File: config.mk
export PLATFORM = sky130hd
export DESIGN_NAME = csi_sync_controller_flat
export DESIGN_NICKNAME = d
export VERILOG_FILES = /design/src/rtl/csi_sync_controller_if.sv /design/src/rtl/csi_sync_controller.sv /design/src/flat_wrapper.sv
export SDC_FILE = /design/constraint.sdc
export NUM_CORES = 1
export LEC_CHECK = 0
export ABC_AREA = 1
export ABC_CLOCK_PERIOD_IN_PS = 1800
export BUFFER_PORTS_ARGS = -buffer_cell sky130_fd_sc_hd__buf_2
export CORE_UTILIZATION = 50
export DETAILED_ROUTE_END_ITERATION = 12
export GPL_TIMING_DRIVEN = 0
export PLACE_DENSITY_LB_ADDON = 0.15
export SLEW_MARGIN = 20
export SYNTH_ARGS = -nofsm -noshare
export SYNTH_HDL_FRONTEND = slang
export SYNTH_SLANG_ARGS = --single-unit
File: constraint.sdc
create_clock -name clk_in -period 1.8 [get_ports clk_in]
set_input_delay 0.27 -clock clk_in [delete_from_list [all_inputs] [get_ports clk_in]]
set_output_delay 0.27 -clock clk_in [all_outputs]
set_load 0.01 [all_outputs]
File: src/rtl/csi_sync_controller_if.sv
// csi_sync_controller_if
// Observed LTS and CSI AXI-Stream handshakes. The controller only watches
// these signals; the producer/consumer pair on the real streams drives them.
interface csi_sync_controller_if;
  logic lts_tvalid;
  logic lts_tready;
  logic lts_tlast;
  logic csi_tvalid;
  logic csi_tready;
  logic csi_tlast;

  // Side that drives the stream handshakes (stream endpoints / testbench)
  modport master (
    output lts_tvalid, lts_tready, lts_tlast,
    output csi_tvalid, csi_tready, csi_tlast
  );

  // Side that only observes the handshakes (the controller)
  modport slave (
    input lts_tvalid, lts_tready, lts_tlast,
    input csi_tvalid, csi_tready, csi_tlast
  );
endinterface

File: src/rtl/csi_sync_controller.sv
// csi_sync_controller
// Software-armed acquisition scheduler for the CSI extraction chain. Gates
// and resets sync_short / sync_long, enforces per-stage sample timeouts,
// tracks the CSI frame drain up to its tlast and applies a re-arm holdoff.
// Optional statistics counters are built only when the macro
// CSI_SYNC_CTRL_STATS_EN is defined; otherwise both outputs read 0.
module csi_sync_controller #(
  parameter int SHORT_TIMEOUT   = 400,
  parameter int LONG_TIMEOUT    = 320,
  parameter int DRAIN_TIMEOUT   = 2048,
  parameter int HOLDOFF_SAMPLES = 200
) (
  input  logic                  clk_in,
  input  logic                  rst_n_in,
  input  logic                  arm_in,
  input  logic                  continuous_in,
  input  logic                  sample_valid_in,
  input  logic                  power_trigger_in,
  input  logic                  short_detected_in,
  csi_sync_controller_if.slave  obs,
  output logic                  short_en_out,
  output logic                  long_en_out,
  output logic                  short_rst_out,
  output logic                  long_rst_out,
  output logic [2:0]            state_out,
  output logic                  capture_done_out,
  output logic [31:0]           capture_count_out,
  output logic                  drain_error_out,
  output logic [15:0]           timeout_count_out,
  output logic [15:0]           abort_count_out
);

  typedef enum logic [2:0] {
    ST_IDLE       = 3'd0,
    ST_WAIT_POWER = 3'd1,
    ST_SYNC_SHORT = 3'd2,
    ST_SYNC_LONG  = 3'd3,
    ST_DRAIN      = 3'd4,
    ST_HOLDOFF    = 3'd5
  } state_t;

  localparam logic [15:0] SHORT_LAST = 16'(SHORT_TIMEOUT - 1);
  localparam logic [15:0] LONG_LAST  = 16'(LONG_TIMEOUT - 1);
  localparam logic [15:0] DRAIN_LAST = 16'(DRAIN_TIMEOUT - 1);
  localparam logic [15:0] HOLD_LAST  = 16'(HOLDOFF_SAMPLES - 1);

  state_t      state;
  logic [15:0] cnt;

  logic lts_beat, csi_beat, cnt_tick;
  logic short_abort, short_tmo, long_abort, long_tmo, drain_tmo, holdoff_done;

  assign lts_beat = obs.lts_tvalid & obs.lts_tready & obs.lts_tlast;
  assign csi_beat = obs.csi_tvalid & obs.csi_tready & obs.csi_tlast;

  // Sample-paced stages count samples; DRAIN counts raw clock cycles.
  assign cnt_tick = (state == ST_DRAIN) ||
                    (sample_valid_in && (state == ST_SYNC_SHORT ||
                                         state == ST_SYNC_LONG  ||
                                         state == ST_HOLDOFF));

  // Exit conditions already qualified by the higher-priority ones
  // (disarm, detection / LTS tlast) so the stats see only real events.
  assign short_abort  = (state == ST_SYNC_SHORT) && arm_in && !short_detected_in && !power_trigger_in;
  assign short_tmo    = (state == ST_SYNC_SHORT) && arm_in && !short_detected_in && power_trigger_in &&
                        sample_valid_in && (cnt == SHORT_LAST);
  assign long_abort   = (state == ST_SYNC_LONG) && arm_in && !lts_beat && !power_trigger_in;
  assign long_tmo     = (state == ST_SYNC_LONG) && arm_in && !lts_beat && power_trigger_in &&
                        sample_valid_in && (cnt == LONG_LAST);
  assign drain_tmo    = (state == ST_DRAIN) && !csi_beat && (cnt == DRAIN_LAST);
  assign holdoff_done = (state == ST_HOLDOFF) && sample_valid_in && (cnt == HOLD_LAST);

  assign state_out    = state;
  assign short_en_out = (state == ST_SYNC_SHORT);
  assign long_en_out  = (state == ST_SYNC_LONG);

  // Acquisition FSM with its stage counter, pulses, capture count and drain error.
  always_ff @(posedge clk_in or negedge rst_n_in) begin
    if (!rst_n_in) begin
      state             <= ST_IDLE;
      cnt               <= '0;
      short_rst_out     <= 1'b0;
      long_rst_out      <= 1'b0;
      capture_done_out  <= 1'b0;
      capture_count_out <= '0;
      drain_error_out   <= 1'b0;
    end else begin
      short_rst_out    <= 1'b0;
      long_rst_out     <= 1'b0;
      capture_done_out <= 1'b0;
      if (!arm_in) drain_error_out <= 1'b0;
      if (cnt_tick) cnt <= cnt + 16'd1;

      case (state)
        ST_IDLE: begin
          if (arm_in) begin
            state <= ST_WAIT_POWER;
            cnt   <= '0;
          end
        end
        ST_WAIT_POWER: begin
          if (!arm_in) begin
            state <= ST_IDLE;
            cnt   <= '0;
          end else if (power_trigger_in) begin
            state         <= ST_SYNC_SHORT;
            cnt           <= '0;
            short_rst_out <= 1'b1;
          end
        end
        ST_SYNC_SHORT: begin
          if (!arm_in) begin
            state <= ST_IDLE;
            cnt   <= '0;
          end else if (short_detected_in) begin
            state        <= ST_SYNC_LONG;
            cnt          <= '0;
            long_rst_out <= 1'b1;
          end else if (short_abort || short_tmo) begin
            state <= ST_WAIT_POWER;
            cnt   <= '0;
          end
        end
        ST_SYNC_LONG: begin
          if (!arm_in) begin
            state <= ST_IDLE;
            cnt   <= '0;
          end else if (lts_beat) begin
            state <= ST_DRAIN;
            cnt   <= '0;
          end else if (long_abort || long_tmo) begin
            state <= ST_WAIT_POWER;
            cnt   <= '0;
          end
        end
        ST_DRAIN: begin
          // Disarm is deferred here: the frame is allowed to finish or time out.
          if (csi_beat) begin
            capture_done_out  <= 1'b1;
            capture_count_out <= capture_count_out + 32'd1;
            state             <= (continuous_in && arm_in) ? ST_HOLDOFF : ST_IDLE;
            cnt               <= '0;
          end else if (drain_tmo) begin
            drain_error_out <= 1'b1;
            state           <= arm_in ? ST_WAIT_POWER : ST_IDLE;
            cnt             <= '0;
          end
        end
        ST_HOLDOFF: begin
          if (!arm_in) begin
            state <= ST_IDLE;
            cnt   <= '0;
          end else if (holdoff_done) begin
            state <= ST_WAIT_POWER;
            cnt   <= '0;
          end
        end
        default: begin
          state <= ST_IDLE;
          cnt   <= '0;
        end
      endcase
    end
  end

`ifdef CSI_SYNC_CTRL_STATS_EN
  logic        timeout_evt, abort_evt;
  logic [15:0] timeout_cnt, abort_cnt;

  function automatic logic [15:0] sat_inc(input logic [15:0] v);
    return (v == 16'hFFFF) ? v : v + 16'd1;
  endfunction

  assign timeout_evt = short_tmo | long_tmo | drain_tmo;
  assign abort_evt   = short_abort | long_abort;

  // Saturating event statistics, cleared only by reset.
  always_ff @(posedge clk_in or negedge rst_n_in) begin
    if (!rst_n_in) begin
      timeout_cnt <= '0;
      abort_cnt   <= '0;
    end else begin
      if (timeout_evt) timeout_cnt <= sat_inc(timeout_cnt);
      if (abort_evt)   abort_cnt   <= sat_inc(abort_cnt);
    end
  end

  assign timeout_count_out = timeout_cnt;
  assign abort_count_out   = abort_cnt;
`else
  assign timeout_count_out = '0;
  assign abort_count_out   = '0;
`endif

endmodule

File: src/flat_wrapper.sv
// flat-port wrapper written by rule: the top's interface ports become plain ports
module csi_sync_controller_flat 
#(
  parameter int SHORT_TIMEOUT   = 400,
  parameter int LONG_TIMEOUT    = 320,
  parameter int DRAIN_TIMEOUT   = 2048,
  parameter int HOLDOFF_SAMPLES = 200
)
  (clk_in, rst_n_in, arm_in, continuous_in, sample_valid_in, power_trigger_in, short_detected_in, short_en_out, long_en_out, short_rst_out, long_rst_out, state_out, capture_done_out, capture_count_out, drain_error_out, timeout_count_out, abort_count_out, obs_lts_tvalid, obs_lts_tready, obs_lts_tlast, obs_csi_tvalid, obs_csi_tready, obs_csi_tlast);
  csi_sync_controller_if obs_i ();
  input  logic clk_in;
  input  logic rst_n_in;
  input  logic arm_in;
  input  logic continuous_in;
  input  logic sample_valid_in;
  input  logic power_trigger_in;
  input  logic short_detected_in;
  output logic short_en_out;
  output logic long_en_out;
  output logic short_rst_out;
  output logic long_rst_out;
  output logic [2:0] state_out;
  output logic capture_done_out;
  output logic [31:0] capture_count_out;
  output logic drain_error_out;
  output logic [15:0] timeout_count_out;
  output logic [15:0] abort_count_out;
  input wire logic [$bits(obs_i.lts_tvalid)-1:0] obs_lts_tvalid;
  input wire logic [$bits(obs_i.lts_tready)-1:0] obs_lts_tready;
  input wire logic [$bits(obs_i.lts_tlast)-1:0] obs_lts_tlast;
  input wire logic [$bits(obs_i.csi_tvalid)-1:0] obs_csi_tvalid;
  input wire logic [$bits(obs_i.csi_tready)-1:0] obs_csi_tready;
  input wire logic [$bits(obs_i.csi_tlast)-1:0] obs_csi_tlast;
  assign obs_i.lts_tvalid = obs_lts_tvalid;
  assign obs_i.lts_tready = obs_lts_tready;
  assign obs_i.lts_tlast = obs_lts_tlast;
  assign obs_i.csi_tvalid = obs_csi_tvalid;
  assign obs_i.csi_tready = obs_csi_tready;
  assign obs_i.csi_tlast = obs_csi_tlast;
  csi_sync_controller #(.SHORT_TIMEOUT(SHORT_TIMEOUT), .LONG_TIMEOUT(LONG_TIMEOUT), .DRAIN_TIMEOUT(DRAIN_TIMEOUT), .HOLDOFF_SAMPLES(HOLDOFF_SAMPLES)) u_core (.clk_in(clk_in), .rst_n_in(rst_n_in), .arm_in(arm_in), .continuous_in(continuous_in), .sample_valid_in(sample_valid_in), .power_trigger_in(power_trigger_in), .short_detected_in(short_detected_in), .obs(obs_i), .short_en_out(short_en_out), .long_en_out(long_en_out), .short_rst_out(short_rst_out), .long_rst_out(long_rst_out), .state_out(state_out), .capture_done_out(capture_done_out), .capture_count_out(capture_count_out), .drain_error_out(drain_error_out), .timeout_count_out(timeout_count_out), .abort_count_out(abort_count_out));
endmodule
==> results of run 1 <==
==> area by class of cell <==
class	count	share of cell area [%]
Sequential cell	55	32.49
Tap cell	77	2.272
Inverter	50	4.426
Buffer	36	6.669
Multi-Input combinational cell	340	42.17
Clock inverter	2	1.416
Clock buffer	6	1.711
Timing Repair Buffer	65	8.852
==> worst register-to-register path, cell delays in order, from the launching register on <==
cell     delay, ps
dfrtp_2        460
inv_1          140
nand3_4        140
nor2_8         210
nand3_4        150
nor3_4         230
nand2_1        100
xor2_1         150
==> cell usage after synthesis, types with 2 or more instances <==
| cell | n | area (µm²) |
|---|---|---|
| nor2_8 | 2 | 40.04 |
| o21bai_1 | 2 | 15.01 |
| a21oi_1 | 18 | 90.09 |
| nand3b_1 | 2 | 15.01 |
| nand2_2 | 3 | 18.77 |
| nor2_4 | 4 | 45.04 |
| ha_1 | 2 | 25.02 |
| nand4_1 | 16 | 100.1 |
| nor2_1 | 55 | 206.5 |
| nand3_1 | 22 | 110.1 |
| nor3_1 | 12 | 60.06 |
| buf_4 | 32 | 240.2 |
| dfrtp_1 | 55 | 1376 |
| o21ai_1 | 5 | 25.02 |
| buf_6 | 3 | 33.78 |
| inv_1 | 49 | 183.9 |
| nand2_1 | 112 | 420.4 |
| xnor2_1 | 9 | 78.83 |
| xor2_1 | 21 | 183.9 |
| o21ai_0 | 10 | 50.05 |
| nand3_4 | 3 | 52.55 |
==> flip-flops by register name, indices dropped and copies added (netlist names) <==
| name | cells |
|---|---|
| u_core.capture_done_out | 1 |
| u_core.short_rst_out | 1 |
| u_core.state_out | 3 |
| u_core.capture_count_out | 32 |
| u_core.long_rst_out | 1 |
| u_core.cnt | 16 |
| u_core.drain_error_out | 1 |
==> per-stage QoR <==
step | util [%] | TNS [ps] | std cells | worst slack [ps]
detailed placement | 60.50 | -207.6 | 610 | -41.26
global route | 64.92 | -243.8 | 631 | -30.12
CTS | 62.64 | 0 | 619 | 33.59
floorplan | - | 0 | 480 | 241.6
finish | 64.92 | 0 | 631 | 111.8
global placement | 60.46 | -109.8 | 610 | -21.33
==> cells by family (layout without fill, tap and decap cells) <==
kind of cell               count (synthesis)  count (layout)  share of synthesized area [%]
AOI/OAI and AO/OA                         38              38                          5.948
muxes                                      1               1                         0.3244
other                                      1              32                         0.1080
and+or+nand+nor                          236             237                          32.23
adders and majority gates                  2               2                         0.7209
DFF                                       55              55                          39.65
xor gates and xnor gates                  30              30                          7.571
buffers and inverters                     86             159                          13.45
==> worst max-delay path by stage <==
| stage | start | end | slack, ps | depth (start not counted) |
|---|---|---|---|---|
| global route | u_core.cnt[8] | u_core.state_out[0] | -30 | 11 |
| CTS | u_core.cnt[0] | u_core.cnt[5] | 30 | 11 |
| finish | u_core.state_out[0] | u_core.capture_count_out[22] | 110 | 7 |
| global placement | u_core.cnt[0] | u_core.cnt[5] | -20 | 9 |
| floorplan | u_core.cnt[0] | u_core.cnt[5] | 240 | 9 |
| detailed placement | u_core.cnt[0] | u_core.cnt[5] | -40 | 9 |
==> repair_timing <==
item / 4_1_cts / 5_1_grt
setup buffers: 1 / 10
endpoints found under the setup margin: 10 / 20
resized for setup: 0 / 13
cloned: 0 / 2
hold endpoints to repair: 0 / 0
pin swaps: 1 / 5
==> power groups by stage <==
| stage | clock, mW | sequential (mW) | combinational [mW] |
|---|---|---|---|
| after global placement | 0 | 1.45 | 0.740 |
| after global routing | 1.03 | 1.45 | 1.02 |
| after CTS | 0.987 | 1.42 | 0.764 |
| after floorplan | 0 | 1.46 | 0.511 |
| after detailed placement | 0 | 1.45 | 0.760 |
| final | 0.968 | 1.44 | 0.917 |
==> layer usage <==
layer / wire, µm / up-vias / track usage (%)
li1: - / 1570 / -
met3: 392 / 13 / 4.961
met4: 146 / 0 / 8.939
met2: 4027 / 94 / 40.54
met5: 0 / - / 0
met1: 3166 / 1430 / 24.77
==> run_results.csv, run 1 <==
group,metric,value,unit
flow_run,drv_cap,0,
drt,ant_nets,0,
pwr,p_sw,1.046,mW
clock_tree,clkSlewWorstSetupHoldPaths,100,ps
global_routing,antenna_found_initial,0,
setup_path,start_kind,"register",
synth,ys_dominant_reg_cell,"dfrtp_1",
pwr,p_seq_share,43.2,%
timing,relSlewSlack,54.57,%
global_routing,grt_use_total,22.09,%
layout,layout_common_cells,"nand2_1, nor2_1, dfrtp_1, buf_2, inv_1",
pwr,power,3.320,mW
synth,synth_edf_count,0,
timing,fin_skew,8.095,ps
setup_path,timing.rr.end,"u_core.capture_count_out[22]",
pwr,peakVddDrop,0.3839,mV
placed_design,io_buffers,53,
global_routing,grt_pass1_wl,12.83,mm
clock_tree,cts_sinks,55,
layout,fin_nets,568,
pwr,powerDensity,783.1,nW/µm²
setup_path,cp_slowest_cell,"dfrtp_2",
outcome,status,"finished, violations left",
drt,vias,3107,
clock_tree,cts.root.buffer_cell,"clkbuf_8",
floorplan,die_h,85.32,µm
drt,wl_per_cell,12.25,µm
timing,period_needed,1688,ps
setup_path,r2r_start,"u_core.state_out[0]",
synth,ys_types,33,
floorplan,core-area,6531,µm²
global_routing,gr-total-overflow,0,
placed_design,gp_congestion,0.8520,
global_routing,grt_max_degree,56,
layout,syn_to_final_growth,22.17,%
pwr,combinationalPowerShare,27.6,%
clock_tree,cts_tree,"built",
layout,multiInputGateArea,1788,µm²
setup_path,path_delay_family,"simple AND/OR/NAND/NOR gates",
hold_path,hold_path.class,"primary input to async pin",
pwr,switching_share,31.50,%
timing,finalMaxSlewViolations,0,
placed_design,placedInstanceArea,3951,µm²
setup_path,crit_top_cell,"nand3_4",
floorplan,dieWidth,85.32,µm
setup_path,slowest_delay,460,ps
layout,seq_area,1378,µm²
layout,mostFrequentLayoutCell,"nand2_1",
layout,n_fill_cell,596,
layout,drive_gt1_share,24.73,%
timing,whs,-21.08,ps
global_routing,grt_pass1_vias,2898,
setup_path,critical_path_buf_inv_count,1,
timing,period_share,93.79,%
drt,first_pass_iters,4,
floorplan,rows,29,
synth,ys_warn_count,0,
timing,tightestPinTransition,681.4,ps
setup_path,rr_worst_depth,7,
layout,n_antenna_cell,0,
drt,drt_wl_total,7.732,mm
clock_tree,cts_buffer_depth,2,
outcome,failed_checks,"hold timing",
timing,finalSetupViolCount,0,
clock_tree,cts-buffers-inserted,5,
setup_path,crit_arrival,1900,ps
clock_tree,cts-hold-fix-buffers,0,
floorplan,io_pins,86,
setup_path,required,2010,ps
synth,ys_ff_latch,55,
pwr,power_frac_clock,29.1,%
setup_path,worstSetupEndpointType,"register",
placed_design,dp.final_hpwl,5.562,mm
floorplan,die_area,7279,µm²
timing,hold_viol,19,
drt,drc,0,
clock_tree,insertion_delay,320,ps
pwr,power.internal,2.275,mW
setup_path,setup.worst_path.class,"register to register",
layout,fin_area,4240,µm²
pwr,p_leak,2.274,nW
drt,first_iter_violations,133,
clock_tree,cts_htree_levels,2,
timing,max_freq,0.5924,GHz
setup_path,cp_cell_sequence,"inv_1, nand3_4, nor2_8, nand3_4, nor3_4, nand2_1, xor2_1",
drt,routed_via_density,4.924,
synth,avgSynthCellArea,7.730,µm²
setup_path,cp_max_fo,7,
floorplan,start_util,53.14,%
synth,async_flop_share,100.0,%
synth,syn_area,3471,µm²
synth,syn_inst,449,
synth,yosysSeqAreaShare,39.65,%
setup_path,r2r_slack,110,ps
Power figures use the tool's default switching activity.
==> inputs of run 2 (changes only) <==
Settings changed: CORE_ASPECT_RATIO set to 0.7.
==> run_results.csv, run 2 (synthesis results as in run 1) <==
group,metric,value,unit
layout,fin_area,4197,µm²
global_routing,grt_pass1_wl,12.30,mm
hold_path,hold_path.class,"primary input to async pin",
drt,drt_wl_total,7.800,mm
layout,mostFrequentLayoutCell,"nand2_1",
drt,vias,3106,
clock_tree,cts-buffers-inserted,5,
pwr,p_leak,2.232,nW
drt,ant_nets,0,
layout,n_fill_cell,575,
setup_path,setup.worst_path.class,"register to register",
global_routing,grt_use_total,21.41,%
layout,stdcell_count,645,
clock_tree,cts-hold-fix-buffers,0,
clock_tree,insertion_delay,320,ps
layout,n_antenna_cell,0,
timing,period_needed,1731,ps
setup_path,rr_worst_depth,7,
floorplan,core-area,6456,µm²
timing,hold_viol,0,
floorplan,rows,24,
outcome,status,"finished, final reports clean",
timing,setup_slack,69.32,ps
setup_path,crit_arrival,1940,ps
pwr,power,3.040,mW
placed_design,placedInstanceArea,3969,µm²
timing,max_freq,0.5778,GHz
timing,relSlewSlack,52.85,%
flow_run,drv_cap,0,
global_routing,grt_max_degree,56,
layout,drive_gt1_share,25.63,%
floorplan,dieWidth,101.6,µm
setup_path,worstSetupEndpointType,"register",
timing,finalSetupViolCount,0,
timing,period_share,96.15,%
timing,tightestPinTransition,707.3,ps
floorplan,die_area,7284,µm²
global_routing,gr-total-overflow,0,
setup_path,start_kind,"register",
global_routing,antenna_found_initial,0,
drt,wl_per_cell,12.09,µm
setup_path,r2r_start,"u_core.capture_count_out[0]",
drt,first_pass_iters,4,
layout,layout_common_cells,"nand2_1, nor2_1, buf_2, dfrtp_1",
pwr,peakVddDrop,0.4623,mV
placed_design,pre_cts_ws,-18.49,ps
clock_tree,cts_tree,"built",
floorplan,die_h,71.71,µm
placed_design,dp.final_hpwl,5.645,mm
global_routing,grt_pass1_vias,2707,
drt,first_iter_violations,163,
placed_design,io_buffers,53,
pwr,powerDensity,724.5,nW/µm²
floorplan,start_util,53.76,%
timing,fin_skew,13.54,ps
layout,largest_reg_flops,32,
timing,fin_tns_setup,0,ps
setup_path,timing.rr.end,"u_core.capture_count_out[22]",
placed_design,gp_congestion,0.8464,
clock_tree,cts_sinks,55,
drt,routed_via_density,4.816,
timing,finalMaxSlewViolations,0,
layout,syn_to_final_growth,20.91,%
layout,fin_nets,568,
clock_tree,clkSlewWorstSetupHoldPaths,110,ps
setup_path,cp_max_fo,5,
setup_path,r2r_slack,70,ps
drt,drc,0,
floorplan,io_pins,86,
setup_path,required,2000,ps
clock_tree,cts.root.buffer_cell,"clkbuf_8",
clock_tree,cts_buffer_depth,2,
layout,top_register,"u_core.capture_count_out",
placed_design,dp_cells,624,
clock_tree,cts_htree_levels,2,
==> run 2: worst max path at each step <==
stage / start / depth (start not counted) / endpoint / slack (ps)
final: u_core.capture_count_out[0] / 7 / u_core.capture_count_out[22] / 70
after global routing: u_core.capture_count_out[0] / 7 / u_core.capture_count_out[22] / -40
after CTS: u_core.cnt[0] / 11 / u_core.cnt[13] / 30
after detailed placement: u_core.cnt[0] / 9 / u_core.cnt[5] / -20
after global placement: u_core.cnt[0] / 9 / u_core.cnt[13] / -10
after floorplan: u_core.cnt[0] / 9 / u_core.cnt[5] / 240
==> run 2: per-layer routing <==
layer	share of wire, %	global-route usage, %	up-vias
li1	-	-	1575
met1	51	31.99	1425
met2	42	32.88	101
met3	5.7	3.610	5
met4	0.54	4.026	0
met5	0	0	-
==> run 2: worst max-delay path, cell delays in order, from the launching register on <==
cell	delay, ps
dfrtp_2	440
ha_1	210
nand2_1	90
nor2_2	180
nand3_4	160
nor3_4	280
nand2_1	110
xor2_1	160
==> run 2: repair_timing <==
item,in CTS,in global routing
gates cloned,0,1
pin swaps,1,4
endpoints found under the setup margin,10,23
gates resized for setup,0,15
setup buffers,1,11
==> run 2: layout make-up <==
cell class                 count  area (µm²)  share of cell area, %
tap                           91       113.9                  2.713
clock inverter                 3       25.02                 0.5963
inverter                      50       187.7                  4.472
clock buffer                   5       68.82                  1.640
buffer                        36       282.8                  6.738
sequential                    55        1383                  32.95
multi-input combinational    340        1778                  42.37
timing repair buffer          65       357.8                  8.527
==> run 2: power breakdown <==
group          internal [mW]  switching, mW
clock                  0.280          0.440
combinational          0.372          0.517
sequential              1.32          0.109
total                   1.97           1.07
==> run 2: metrics by stage <==
stage,util (%),hold WS [ps]
finish,65.00,0.9254
global route,65.00,56.32
CTS,63.04,20.04
detailed placement,61.47,369.4
global placement,61.43,481.5
floorplan,-,-25.59
